<file path="src/rtl/fsm_pkg.sv">
// rtl/fsm_pkg.sv - shared state encoding, gap default and count clamp helper
package fsm_pkg;

    typedef enum logic [1:0] {
        ST_IDLE  = 2'd0,
        ST_SHIFT = 2'd1,
        ST_GAP   = 2'd2,
        ST_DONE  = 2'd3
    } state_e;

    localparam int unsigned DEFAULT_GAP = 2;

    // Zero maps to zero_val, anything above max_val saturates at max_val.
    function automatic int unsigned clamp_count(
        input int unsigned value,
        input int unsigned zero_val,
        input int unsigned max_val
    );
        if (value == 0) begin
            return zero_val;
        end
        if (value > max_val) begin
            return max_val;
        end
        return value;
    endfunction

endpackage

</file>
<file path="src/rtl/pattern_shift_reg.sv">
// rtl/pattern_shift_reg.sv - captured pattern with a down-counting bit index
module pattern_shift_reg #(
    parameter int WIDTH = 8,
    parameter int LEN_W = 4
) (
    input  logic             clk,
    input  logic             reset,
    input  logic             load,
    input  logic             shift,
    input  logic             reload,
    input  logic [WIDTH-1:0] pattern,
    input  logic [LEN_W-1:0] len,
    output logic             bit_next,
    output logic             last
);

    logic [WIDTH-1:0] pat_q, pat_d;
    logic [LEN_W-1:0] len_q, len_d;
    logic [LEN_W-1:0] idx_q, idx_d;
    logic [WIDTH-1:0] shifted;

    // Next pattern/index: load captures fresh inputs, reload restarts the
    // stored pattern, shift walks the index down and holds it at zero.
    always_comb begin
        pat_d = pat_q;
        len_d = len_q;
        idx_d = idx_q;
        if (load) begin
            pat_d = pattern;
            len_d = len;
            idx_d = len - LEN_W'(1);
        end else if (reload) begin
            idx_d = len_q - LEN_W'(1);
        end else if (shift && (idx_q != '0)) begin
            idx_d = idx_q - LEN_W'(1);
        end
    end

    // The bit the index will point at after this edge, so the caller can
    // register it straight into its output flop.
    always_comb begin
        shifted  = pat_d >> idx_d;
        bit_next = shifted[0];
        last     = (idx_q == '0);
    end

    // Pattern, length and index storage.
    always_ff @(posedge clk) begin
        if (reset) begin
            pat_q <= '0;
            len_q <= '0;
            idx_q <= '0;
        end else begin
            pat_q <= pat_d;
            len_q <= len_d;
            idx_q <= idx_d;
        end
    end

endmodule

</file>
<file path="src/rtl/seq_pattern_tx.sv">
// rtl/seq_pattern_tx.sv - serial pattern transmitter, optional FSM_GAP_EN inter-repetition gap
module seq_pattern_tx
    import fsm_pkg::*;
#(
    parameter int WIDTH = 8,
    parameter int LEN_W = 4,
    parameter int REP_W = 4,
    parameter int GAP   = DEFAULT_GAP
) (
    input  logic             clk,
    input  logic             reset,
    input  logic             start,
    input  logic [WIDTH-1:0] pattern,
    input  logic [LEN_W-1:0] len,
    input  logic [REP_W-1:0] reps,
    output logic             out,
    output logic             valid,
    output logic             busy,
    output logic             done
);

    localparam int unsigned REP_MAX = (1 << REP_W) - 1;

    if ((GAP < 0) || ((1 << LEN_W) <= WIDTH)) begin : g_bad_params
        $error("seq_pattern_tx: LEN_W must hold WIDTH and GAP must be non-negative");
    end

    state_e           state_q, state_d;
    logic [REP_W-1:0] rep_q, rep_d;
    logic             out_q, out_d;
    logic             valid_q, valid_d;
    logic             busy_q, busy_d;
    logic             done_q, done_d;

    logic [LEN_W-1:0] len_c;
    logic [REP_W-1:0] reps_c;
    logic             sr_load, sr_shift, sr_reload;
    logic             sr_bit_next, sr_last;

`ifdef FSM_GAP_EN
    localparam int GAP_W = (GAP > 1) ? $clog2(GAP) : 1;
    logic [GAP_W-1:0] gap_q, gap_d;
`endif

    // Clamp length and repetitions before they are captured.
    always_comb begin
        len_c  = LEN_W'(clamp_count(32'(len), WIDTH, WIDTH));
        reps_c = REP_W'(clamp_count(32'(reps), 1, REP_MAX));
    end

    pattern_shift_reg #(
        .WIDTH (WIDTH),
        .LEN_W (LEN_W)
    ) u_shift_reg (
        .clk      (clk),
        .reset    (reset),
        .load     (sr_load),
        .shift    (sr_shift),
        .reload   (sr_reload),
        .pattern  (pattern),
        .len      (len_c),
        .bit_next (sr_bit_next),
        .last     (sr_last)
    );

    // Next-state and registered output values; rep_q counts repetitions
    // still to go after the current one.
    always_comb begin
        state_d   = state_q;
        rep_d     = rep_q;
        sr_load   = 1'b0;
        sr_shift  = 1'b0;
        sr_reload = 1'b0;
        valid_d   = 1'b0;
        busy_d    = 1'b0;
        done_d    = 1'b0;
`ifdef FSM_GAP_EN
        gap_d     = gap_q;
`endif
        case (state_q)
            ST_IDLE, ST_DONE: begin
                if (start) begin
                    sr_load = 1'b1;
                    rep_d   = reps_c - REP_W'(1);
                    state_d = ST_SHIFT;
                    valid_d = 1'b1;
                    busy_d  = 1'b1;
                end else begin
                    state_d = ST_IDLE;
                end
            end
            ST_SHIFT: begin
                busy_d = 1'b1;
                if (!sr_last) begin
                    sr_shift = 1'b1;
                    valid_d  = 1'b1;
                end else if (rep_q != '0) begin
                    rep_d     = rep_q - REP_W'(1);
                    sr_reload = 1'b1;
`ifdef FSM_GAP_EN
                    if (GAP > 0) begin
                        state_d = ST_GAP;
                        gap_d   = GAP_W'(GAP - 1);
                    end else begin
                        valid_d = 1'b1;
                    end
`else
                    valid_d = 1'b1;
`endif
                end else begin
                    state_d = ST_DONE;
                    done_d  = 1'b1;
                    busy_d  = 1'b0;
                end
            end
`ifdef FSM_GAP_EN
            ST_GAP: begin
                busy_d = 1'b1;
                if (gap_q == '0) begin
                    state_d = ST_SHIFT;
                    valid_d = 1'b1;
                end else begin
                    gap_d = gap_q - GAP_W'(1);
                end
            end
`endif
            default: begin
                state_d = ST_IDLE;
            end
        endcase
        out_d = valid_d & sr_bit_next;
    end

    // State, counters and output registers.
    always_ff @(posedge clk) begin
        if (reset) begin
            state_q <= ST_IDLE;
            rep_q   <= '0;
            out_q   <= 1'b0;
            valid_q <= 1'b0;
            busy_q  <= 1'b0;
            done_q  <= 1'b0;
`ifdef FSM_GAP_EN
            gap_q   <= '0;
`endif
        end else begin
            state_q <= state_d;
            rep_q   <= rep_d;
            out_q   <= out_d;
            valid_q <= valid_d;
            busy_q  <= busy_d;
            done_q  <= done_d;
`ifdef FSM_GAP_EN
            gap_q   <= gap_d;
`endif
        end
    end

    assign out   = out_q;
    assign valid = valid_q;
    assign busy  = busy_q;
    assign done  = done_q;

endmodule

</file>
<file path="config.mk">
export PLATFORM = sky130hd
export DESIGN_NAME = seq_pattern_tx
export DESIGN_NICKNAME = d
export VERILOG_FILES = /design/src/rtl/fsm_pkg.sv /design/src/rtl/pattern_shift_reg.sv /design/src/rtl/seq_pattern_tx.sv
export SDC_FILE = /design/constraint.sdc
export NUM_CORES = 1
export LEC_CHECK = 0
export ABC_AREA = 1
export CORE_ASPECT_RATIO = 0.8
export CORE_MARGIN = 5
export CORE_UTILIZATION = 45
export CTS_BUF_LIST = sky130_fd_sc_hd__clkbuf_4 sky130_fd_sc_hd__clkbuf_8
export DETAILED_ROUTE_END_ITERATION = 10
export PLACE_DENSITY = 0.69
export SLEW_MARGIN = 20
export SYNTH_ARGS = -nofsm -noshare
export SYNTH_HDL_FRONTEND = slang
export SYNTH_SLANG_ARGS = --single-unit
</file>
<file path="constraint.sdc">
create_clock -name clk -period 3.7 [get_ports clk]
set_input_delay 0.37 -clock clk [delete_from_list [all_inputs] [get_ports clk]]
set_output_delay 0.37 -clock clk [all_outputs]
set_load 0.05 [all_outputs]
</file>
Word-level counts from Yosys, hierarchy flattened
Index checks and enable logic that the tools add are counted.

operators by class
  equal/unequal tests = 6
  $add $sub $neg = 5
  magnitude comparators = 1
  reductions and logical operators = 12
  mux-type cells = 32
  div/mod/pow operators = 0
  shift-type cells = 1
  multiply operators = 0
  bitwise operators = 3

operator list
  operator               count
  $mux W4                11
  $sub A4 B1 Y4 const B  5
  $mux W1                15
  $logic_not A4 Y1       3
  $mux W8                1
  $ne A2 B2 Y1 const B   4
  $pmux W4 S2            1
  $reduce_bool A4 Y1     2
  $shr A8 B4 Y1          1
  $gt A4 B4 Y1 const B   1
  $mux W2                2
  $pmux W2 S2            1
  $reduce_and A4 Y1      1
  $reduce_or A3 Y1       1
  $eq A2 B1 Y1 const B   1
  $eq A2 B2 Y1 const B   1
  $logic_not A2 Y1       1
  $not A1 Y1             2
  $pmux W1 S2            1
  $reduce_and A2 Y1      1
  $reduce_bool A2 Y1     1
  $reduce_or A2 Y1       1
  $and A1 B1 Y1          1
  $logic_and A1 B1 Y1    1

word-level totals
  logic and storage cells = 68
  ROM bits = 0
  latch bits = 0
  output and inout port bits = 4
  input port bits = 19
  register bits = 25
  memories = 0
  bits in writable memories = 0

Logic depth before layout (Yosys ltp)
Gate-level depths: netlist of run 1.

  depth in word-level cells = 9
  depth in mapped cells = 14
  depth with buffers taken out = 13

By module
A second synthesis of run 1 with hierarchy kept.

second synthesis, totals
  cells, all modules = 219
  area total of the unflattened synthesis = 1517.7 um2

modules (own cells, without submodules)
  module             cells an instance  instances  sequential area each (um2)  area each (um2)
  pattern_shift_reg  124                1          320.3                       923.4
  seq_pattern_tx     95                 1          180.2                       594.3

Worst setup path after synthesis of run 1
No wires, ideal clock.

  kind = input to register
  from = input len[0]
  to = register out_q, in the netlist out
  arrival time = 1626 ps
  setup slack = 2010 ps
  cell stages on the path = 11
  required time = 3636 ps
  library setup time = 64 ps
  path buffers = 0
  cell sequence = or3_1 nand2_1 nand2_1 ha_1 xnor2_1 inv_1 o21ai_1 inv_1 nand3_1 nand2_1 nor2_1

between the ends
  word-level cells in the longest chain between the ends = 9
  elaborated cells between the ends (all ways) = 13
  those cells by class = add/sub (1); order compare (1); shift (1); mux (8); bitwise (1); reduce/logical (1)

ends and longest elaborated chain
  what                                              line                          source
  start: declaration                                seq_pattern_tx.sv:14          input logic [LEN_W-1:0] len,
  $gt A4 B4 Y1 or $logic_not A4 Y1 (tied branches)  fsm_pkg.sv:22, fsm_pkg.sv:19
  $mux W1 or $mux W4 (tied branches)                fsm_pkg.sv:22, fsm_pkg.sv:19
  $mux W1 or $mux W4 (tied branches)                fsm_pkg.sv:22                 if (value > max_val) begin
  $mux W4                                           fsm_pkg.sv:25                 return value;
  $mux W4 (*)                                       fsm_pkg.sv:22
  $sub A4 B1 Y4 (*)                                 pattern_shift_reg.sv:31       idx_d = len - LEN_W'(1);
  $mux W4 (*)                                       pattern_shift_reg.sv:28       if (load) begin
  $shr A8 B4 Y1 (*)                                 pattern_shift_reg.sv:42       shifted = pat_d >> idx_d;
  $and A1 B1 Y1 (*)                                 seq_pattern_tx.sv:131         out_d = valid_d & sr_bit_next;
  end signal: assignment                            seq_pattern_tx.sv:149         out_q <= out_d;
  end: declaration                                  seq_pattern_tx.sv:30          logic out_q, out_d;

Mark *: on every way between the ends. The rest lies on a longest branch, timed or not. The select of a mux whose other input is x is not followed.
A chain may end at the register's enable or synchronous reset.

Worst setup path in the final report of run 1
  from = register state_q[0]
  to = register out_q, in the netlist out

between the ends
  word-level cells in the longest chain between the ends = 8
  elaborated cells between the ends (all ways) = 15
  those cells by class = eq/ne (2); shift (1); mux (8); bitwise (1); reduce/logical (3)

ends and longest elaborated chain
  what                      line                     source
  start: declaration        seq_pattern_tx.sv:28     state_e state_q, state_d;
  start signal: assignment  seq_pattern_tx.sv:147    state_q <= state_d;
  $eq A2 B1 Y1              seq_pattern_tx.sv:80     case (state_q)
  $mux W1                   seq_pattern_tx.sv:80
  $logic_and A1 B1 Y1       pattern_shift_reg.sv:34  end else if (shift && (idx_q != '0)) begin
  $mux W4                   pattern_shift_reg.sv:34
  $mux W4                   pattern_shift_reg.sv:32  end else if (reload) begin
  $mux W4                   pattern_shift_reg.sv:28
  $shr A8 B4 Y1             pattern_shift_reg.sv:42
  $and A1 B1 Y1 (*)         seq_pattern_tx.sv:131

Mark *: on every way between the ends. The rest lies on a longest branch, timed or not.

==> qor.txt, run 1 <==
status -> finished clean
total track usage -> 14.76%
die area -> 0.004452 mm^2
placed cell area -> 0.001688 mm^2
Sw Ratio -> 46.05%
Mean Syn Cell Area -> 7.527 um^2
Post-Syn Nets -> 217
Synth Area in Compound Gates -> 11.69%
PD cells -> 736.1 mW/mm^2
post-synthesis mux area share -> 5.541%
critical path cell sequence -> inv_1, ha_1, nand2_1, inv_1, o21ai_4, nand2_4, nand2_4, nand2_1, nand3_1, nand2_1, nor2_1, nor2_1
RSZ-0062 raised after global routing -> false
family with the most delay on the worst path -> simple AND/OR/NAND/NOR gates
count of nets after finishing -> 240
chip height -> 60.69 um
part of the cycle the worst path needs -> 57.14%
final antenna-violating net count -> 0
largest family of logic cells by synthesized area -> simple AND/OR/NAND/NOR gates
Critical R2R Launch -> state_q[0]$_SDFFE_PP0P_
final WL -> 3.096 mm
Clk pwr share -> 13.2%
WL per Instance -> 12.19 um
Final setup viols -> 0
CP Class -> reg -> reg
# H-tree levels -> 1
Initial Util -> 46.84%
Seq cells post-synth -> 25
most frequent CP cell -> nand2_1
post-synthesis xor/xnor area fraction -> 3.030%
CP max FO -> 7
Seq/Total Area, Yosys -> 34.63%
die width -> 73.36 um
DR DRC count -> 0
Slowest-stage cell, CP -> dfxtp_1
CP endpoint kind -> flop
simple-gate share of the synthesized area -> 30.74%
Post-CTS Repair Setup Buffers -> 0
P_int -> 0.6897 mW
combinational fraction of design power -> 56.9%
worst clock skew -> 2.301 ps
vias in the first global route -> 1148
via count -> 1277
Worst Min Path Start -> rep_q[2]$_SDFFE_PP0P_
Leakage -> 0.8186 nW
Reg clk slew, reported paths -> 80 ps
sequential power share -> 30.0%
DRT iter0 DRCs -> 86
first-pass GRT wire length -> 5.133 mm
CP Buf/Inv Count -> 2
final hold vios -> 0
Mapped Cells -> 192
max_slew headroom -> 63.69%
Synth Area in Adders -> 5.195%
P&R area growth vs syn -> 20.17%
count of cell types in the netlist -> 34
DR pass1 iterations -> 5
clock buffer depth -> 2
Period minus WS final -> 2114 ps
max-cap violations -> 0
VDD IR max -> 0.3436 mV
n_diodes -> 0
post_cts resized -> 0
Worst Tran Pin Value -> 543.0 ps
Row Count -> 18
most frequent cells in the layout -> 27 x nor2_1, 27 x nand2_1, 25 x dfxtp_1, 24 x inv_1, 22 x clkdlybuf4s50_1
Worst Setup Start Kind -> flop
final hold slack -> 493.5 ps
Hold-fix buffers, CTS -> 0
Num CTS Buffers -> 3
Required @ worst endpoint -> 3870 ps
DR vias/cell -> 5.028
Final Wtd Congestion -> 0.9111
setup_tns -> 0 ps
clock latency on the worst-skew pair -> 260 ps
Psw -> 0.5886 mW
Port Buffers -> 22
Synth warnings -> 0
core area -> 0.003085 mm^2
Finished Cell Area -> 0.001737 mm^2
DP Wirelength -> 2.530 mm
total gr overflow -> 0
I/O pin total -> 23
worst hold path type -> reg -> reg
Crit. Startpoint -> state_q[0]$_SDFFE_PP0P_
Worst path max stage delay -> 370 ps
max-slew violation count -> 0
clock sinks -> 25
Worst Path Arrival -> 2280 ps
Cell Area, Synth -> 0.001445 mm^2
CTS tree -> yes
layout cell share with drive strength beyond 1 -> 11.21%
Clk Tree Root Cell -> clkbuf_8
fmax -> 473.0 MHz
initial antenna violation count -> 0
largest net degree at the start of global routing -> 16
routing by layer:
metal | vias up | share of wire (%) | track usage (%)
met3 | 4 | 6.9 | 3.974
li1 | 665 | - | -
met4 | 0 | 0.42 | 2.326
met2 | 40 | 45 | 23.44
met1 | 568 | 48 | 20.60
met5 | - | 0 | 0
flip-flops by register name, indices dropped and copies added, names as in the netlist:
| signal | flops |
|---|---|
| u_shift_reg.len_q | 4 |
| busy | 1 |
| done | 1 |
| rep_q | 4 |
| state_q | 2 |
| u_shift_reg.idx_q | 4 |
| out | 1 |
| u_shift_reg.pat_q | 8 |
path summary, 6_finish.rpt:
check	slack, ps	depth (start not counted)	endpoint
setup reg to reg	1590	12	out$_SDFF_PP0_
setup / recovery	1590	12	out$_SDFF_PP0_
hold reg to reg	490	2	rep_q[2]$_SDFFE_PP0P_
hold / removal	490	2	rep_q[2]$_SDFFE_PP0P_
worst reg2reg max path, stage by stage, from the launching register on:
cell,delay (ps)
dfxtp_1,370
inv_1,60
ha_1,310
nand2_1,310
inv_1,250
o21ai_4,210
nand2_4,90
nand2_4,100
nand2_1,60
nand3_1,80
nand2_1,50
nor2_1,80
nor2_1,50
layout make-up:
cell class | count | area, um^2
flip-flops and latches | 25 | 500.5
multi-input cells | 136 | 812.0
repair buffers | 23 | 227.7
fillers | 286 | 1349
inverters | 26 | 97.59
well taps | 40 | 50.05
clock buffers | 4 | 48.80
synthesized netlist by cell type:
cell type,instances,area (um^2)
mux2i_1,8,80.08
a221oi_1,1,8.760
xor2_1,2,17.52
o21ai_0,11,55.05
inv_2,2,7.510
clkbuf_1,1,3.750
nand2_2,4,25.02
nor2_4,1,11.26
xnor2_1,3,26.28
nor2_2,3,18.77
nand3_2,2,20.02
o21ai_4,1,16.27
nand4_1,2,12.51
inv_1,24,90.09
nand2_1,27,101.4
buf_4,2,15.01
nor2_1,27,101.4
nand3_1,15,75.07
or2_2,1,6.260
o31ai_1,1,7.510
nor3_1,1,5.000
o21ai_1,3,15.01
nor2_8,1,20.02
nand3b_1,1,7.510
or3_1,1,6.260
a31oi_1,1,6.260
buf_2,1,5.000
a21oi_1,8,40.04
buf_6,1,11.26
o22ai_2,1,12.51
ha_1,6,75.07
o211ai_1,1,7.510
nand2_4,3,33.78
dfxtp_1,25,500.5
through the flow:
stage	util, %	instances	setup WS [ps]	power, mW
global placement	54.70	250	1447	1.086
finish	56.29	254	1586	1.278
global route	56.29	254	1397	1.393
detailed placement	54.70	250	1332	1.110
CTS	56.29	254	1563	1.282
floorplan	-	192	2010	0.9591
power groups by stage:
stage | Sequential (mW) | Clock (mW) | Combinational (mW)
after global routing | 0.390 | 0.186 | 0.817
final | 0.383 | 0.168 | 0.727
after CTS | 0.382 | 0.175 | 0.725
after detailed placement | 0.389 | 0 | 0.722
after floorplan | 0.405 | 0 | 0.554
after global placement | 0.385 | 0 | 0.701
cell families (layout without fill, tap and decap cells):
kind of cell,Yosys count,after routing
compound gates,28,28
xor+xnor,5,5
fa+ha+maj,6,6
buf+inv,31,53
flops,25,25
mux,8,8
simple gates,89,89
Power figures use the tool's default switching activity.
==> run 2: changes to the inputs <==
==> constraint.sdc (replaced) <==
create_clock -name clk -period 2 [get_ports clk]
set_input_delay 0.2 -clock clk [delete_from_list [all_inputs] [get_ports clk]]
set_output_delay 0.2 -clock clk [all_outputs]
set_load 0.05 [all_outputs]
==> qor.txt, run 2 (synthesis gave the netlist of run 1 again) <==
status -> finished clean
clock buffer depth -> 2
CP Buf/Inv Count -> 3
Worst Path Arrival -> 2000 ps
fmax -> 546.7 MHz
I/O pin total -> 23
Final Wtd Congestion -> 0.8879
n_diodes -> 0
Clk Tree Root Cell -> clkbuf_8
worst clock skew -> 1.417 ps
final WL -> 3.118 mm
multi-input logic area -> 812.0 um^2
total track usage -> 15.17%
via count -> 1284
clock sinks -> 25
largest net degree at the start of global routing -> 16
post_cts resized -> 0
P&R area growth vs syn -> 24.42%
Initial Util -> 46.84%
PD cells -> 1338 mW/mm^2
family with the most delay on the worst path -> simple AND/OR/NAND/NOR gates
Worst Min Path Start -> state_q[1]$_SDFFE_PP0P_
Reg clk slew, reported paths -> 80 ps
Leakage -> 0.8569 nW
R2R cell count -> 13
chip height -> 60.69 um
Port Buffers -> 22
Largest register FFs -> 8
FF-to-FF End -> out$_SDFF_PP0_
RSZ-0062 raised after global routing -> false
CP Class -> reg -> reg
hold path cells -> 2
Crit. Startpoint -> state_q[0]$_SDFFE_PP0P_
setup_tns -> 0 ps
Non-Filler Instances -> 262
DR DRC count -> 0
DP Wirelength -> 2.533 mm
clock latency on the worst-skew pair -> 270 ps
Worst Tran Pin Value -> 495.8 ps
DR vias/cell -> 4.901
FF+latch area -> 501.7 um^2
Final setup viols -> 0
Total Power -> 2.406 mW
setup slack, reg-to-reg -> 170 ps
Required @ worst endpoint -> 2170 ps
core area -> 0.003085 mm^2
total gr overflow -> 0
# fillers -> 287
Post-CTS Repair Setup Buffers -> 0
Slowest-stage cell, CP -> dfxtp_2
final antenna-violating net count -> 0
max_slew headroom -> 66.84%
vias in the first global route -> 1206
die width -> 73.36 um
initial antenna violation count -> 0
most frequent cells in the layout -> 27 x nor2_1, 27 x nand2_1, 24 x inv_1, 24 x dfxtp_1, 22 x clkdlybuf4s50_1
Hold-fix buffers, CTS -> 0
Worst Setup Start Kind -> flop
first-pass GRT wire length -> 5.257 mm
Top reg by flops -> u_shift_reg.pat_q
Worst path max stage delay -> 340 ps
placed instance count -> 258
Row Count -> 18
VDD IR max -> 0.5766 mV
max-slew violation count -> 0
layout cell share with drive strength beyond 1 -> 14.86%
count of nets after finishing -> 248
worst hold path type -> reg -> reg
CP endpoint kind -> flop
DRT iter0 DRCs -> 122
Critical R2R Launch -> state_q[0]$_SDFFE_PP0P_
final hold vios -> 0
Num CTS Buffers -> 3
most frequent CP cell -> nand2_1
CP max FO -> 6
# H-tree levels -> 1
Hold Path Sink -> state_q[1]$_SDFFE_PP0P_
die area -> 0.004452 mm^2
DR pass1 iterations -> 4
CTS tree -> yes
part of the cycle the worst path needs -> 91.47%
placed cell area -> 0.001748 mm^2
max-cap violations -> 0
critical path cell sequence -> inv_1, ha_1, nand2_1, buf_4, inv_1, o21ai_4, nand2_4, nand2_4, nand2_1, nand3_1, nand2_1, nor2_1, nor2_1
Finished Cell Area -> 0.001798 mm^2
WL per Instance -> 11.90 um
Period minus WS final -> 1829 ps
-- run 2: cell count changes in the layout (fill, tap and decap cells not counted), sizes merged --
cell and change:
buf +8
-- run 2: cell type report --
type | count | area share, %
Multi-Input combinational cell | 136 | 45.16
Sequential cell | 25 | 27.91
Timing Repair Buffer | 31 | 16.01
Inverter | 26 | 5.428
Tap cell | 40 | 2.784
Clock buffer | 4 | 2.714
-- run 2: worst max-delay path by stage --
stage          slack (ps)  depth (start not counted)                    end
2_1_floorplan         320                         10  rep_q[2]$_SDFFE_PP0P_
3_3_place_gp         -0.3                         12         out$_SDFF_PP0_
3_5_place_dp         -130                         12         out$_SDFF_PP0_
4_1_cts               130                         13         out$_SDFF_PP0_
5_1_grt                 2                         12         out$_SDFF_PP0_
6_report              170                         13         out$_SDFF_PP0_
-- run 2: power by group --
group	leakage, nW	total [mW]	switching, mW	internal, mW
combinational	0.624	1.38	0.858	0.527
clock	0.0262	0.312	0.156	0.156
sequential	0.206	0.710	0.0814	0.629
total	0.857	2.41	1.09	1.31
-- run 2: routing by layer --
metal / share of wire, % / vias to the layer above / GRT usage (%)
li1: - / 681 / -
met1: 50 / 575 / 21.01
met2: 45 / 26 / 23.82
met3: 5.1 / 2 / 4.139
met4: 0.35 / 0 / 3.359
met5: 0 / - / 0
-- run 2: per-stage QoR --
stage	setup slack (ps)	hold slack (ps)	util, %
after floorplan	319.5	272.4	-
after global placement	-0.2629	463.8	56.65
after detailed placement	-126.9	481.8	56.65
after CTS	127.5	493.9	58.23
after global routing	2.249	516.0	58.27
final	170.7	492.0	58.27
-- run 2: worst reg2reg max path, cell delays in order, from the launching register on --
cell     delay, ps
dfxtp_2        340
inv_1           40
ha_1           300
nand2_1         90
buf_4          180
inv_1           90
o21ai_4        160
nand2_4         90
nand2_4         90
nand2_1         50
nand3_1         80
nand2_1         60
nor2_1          90
nor2_1          50
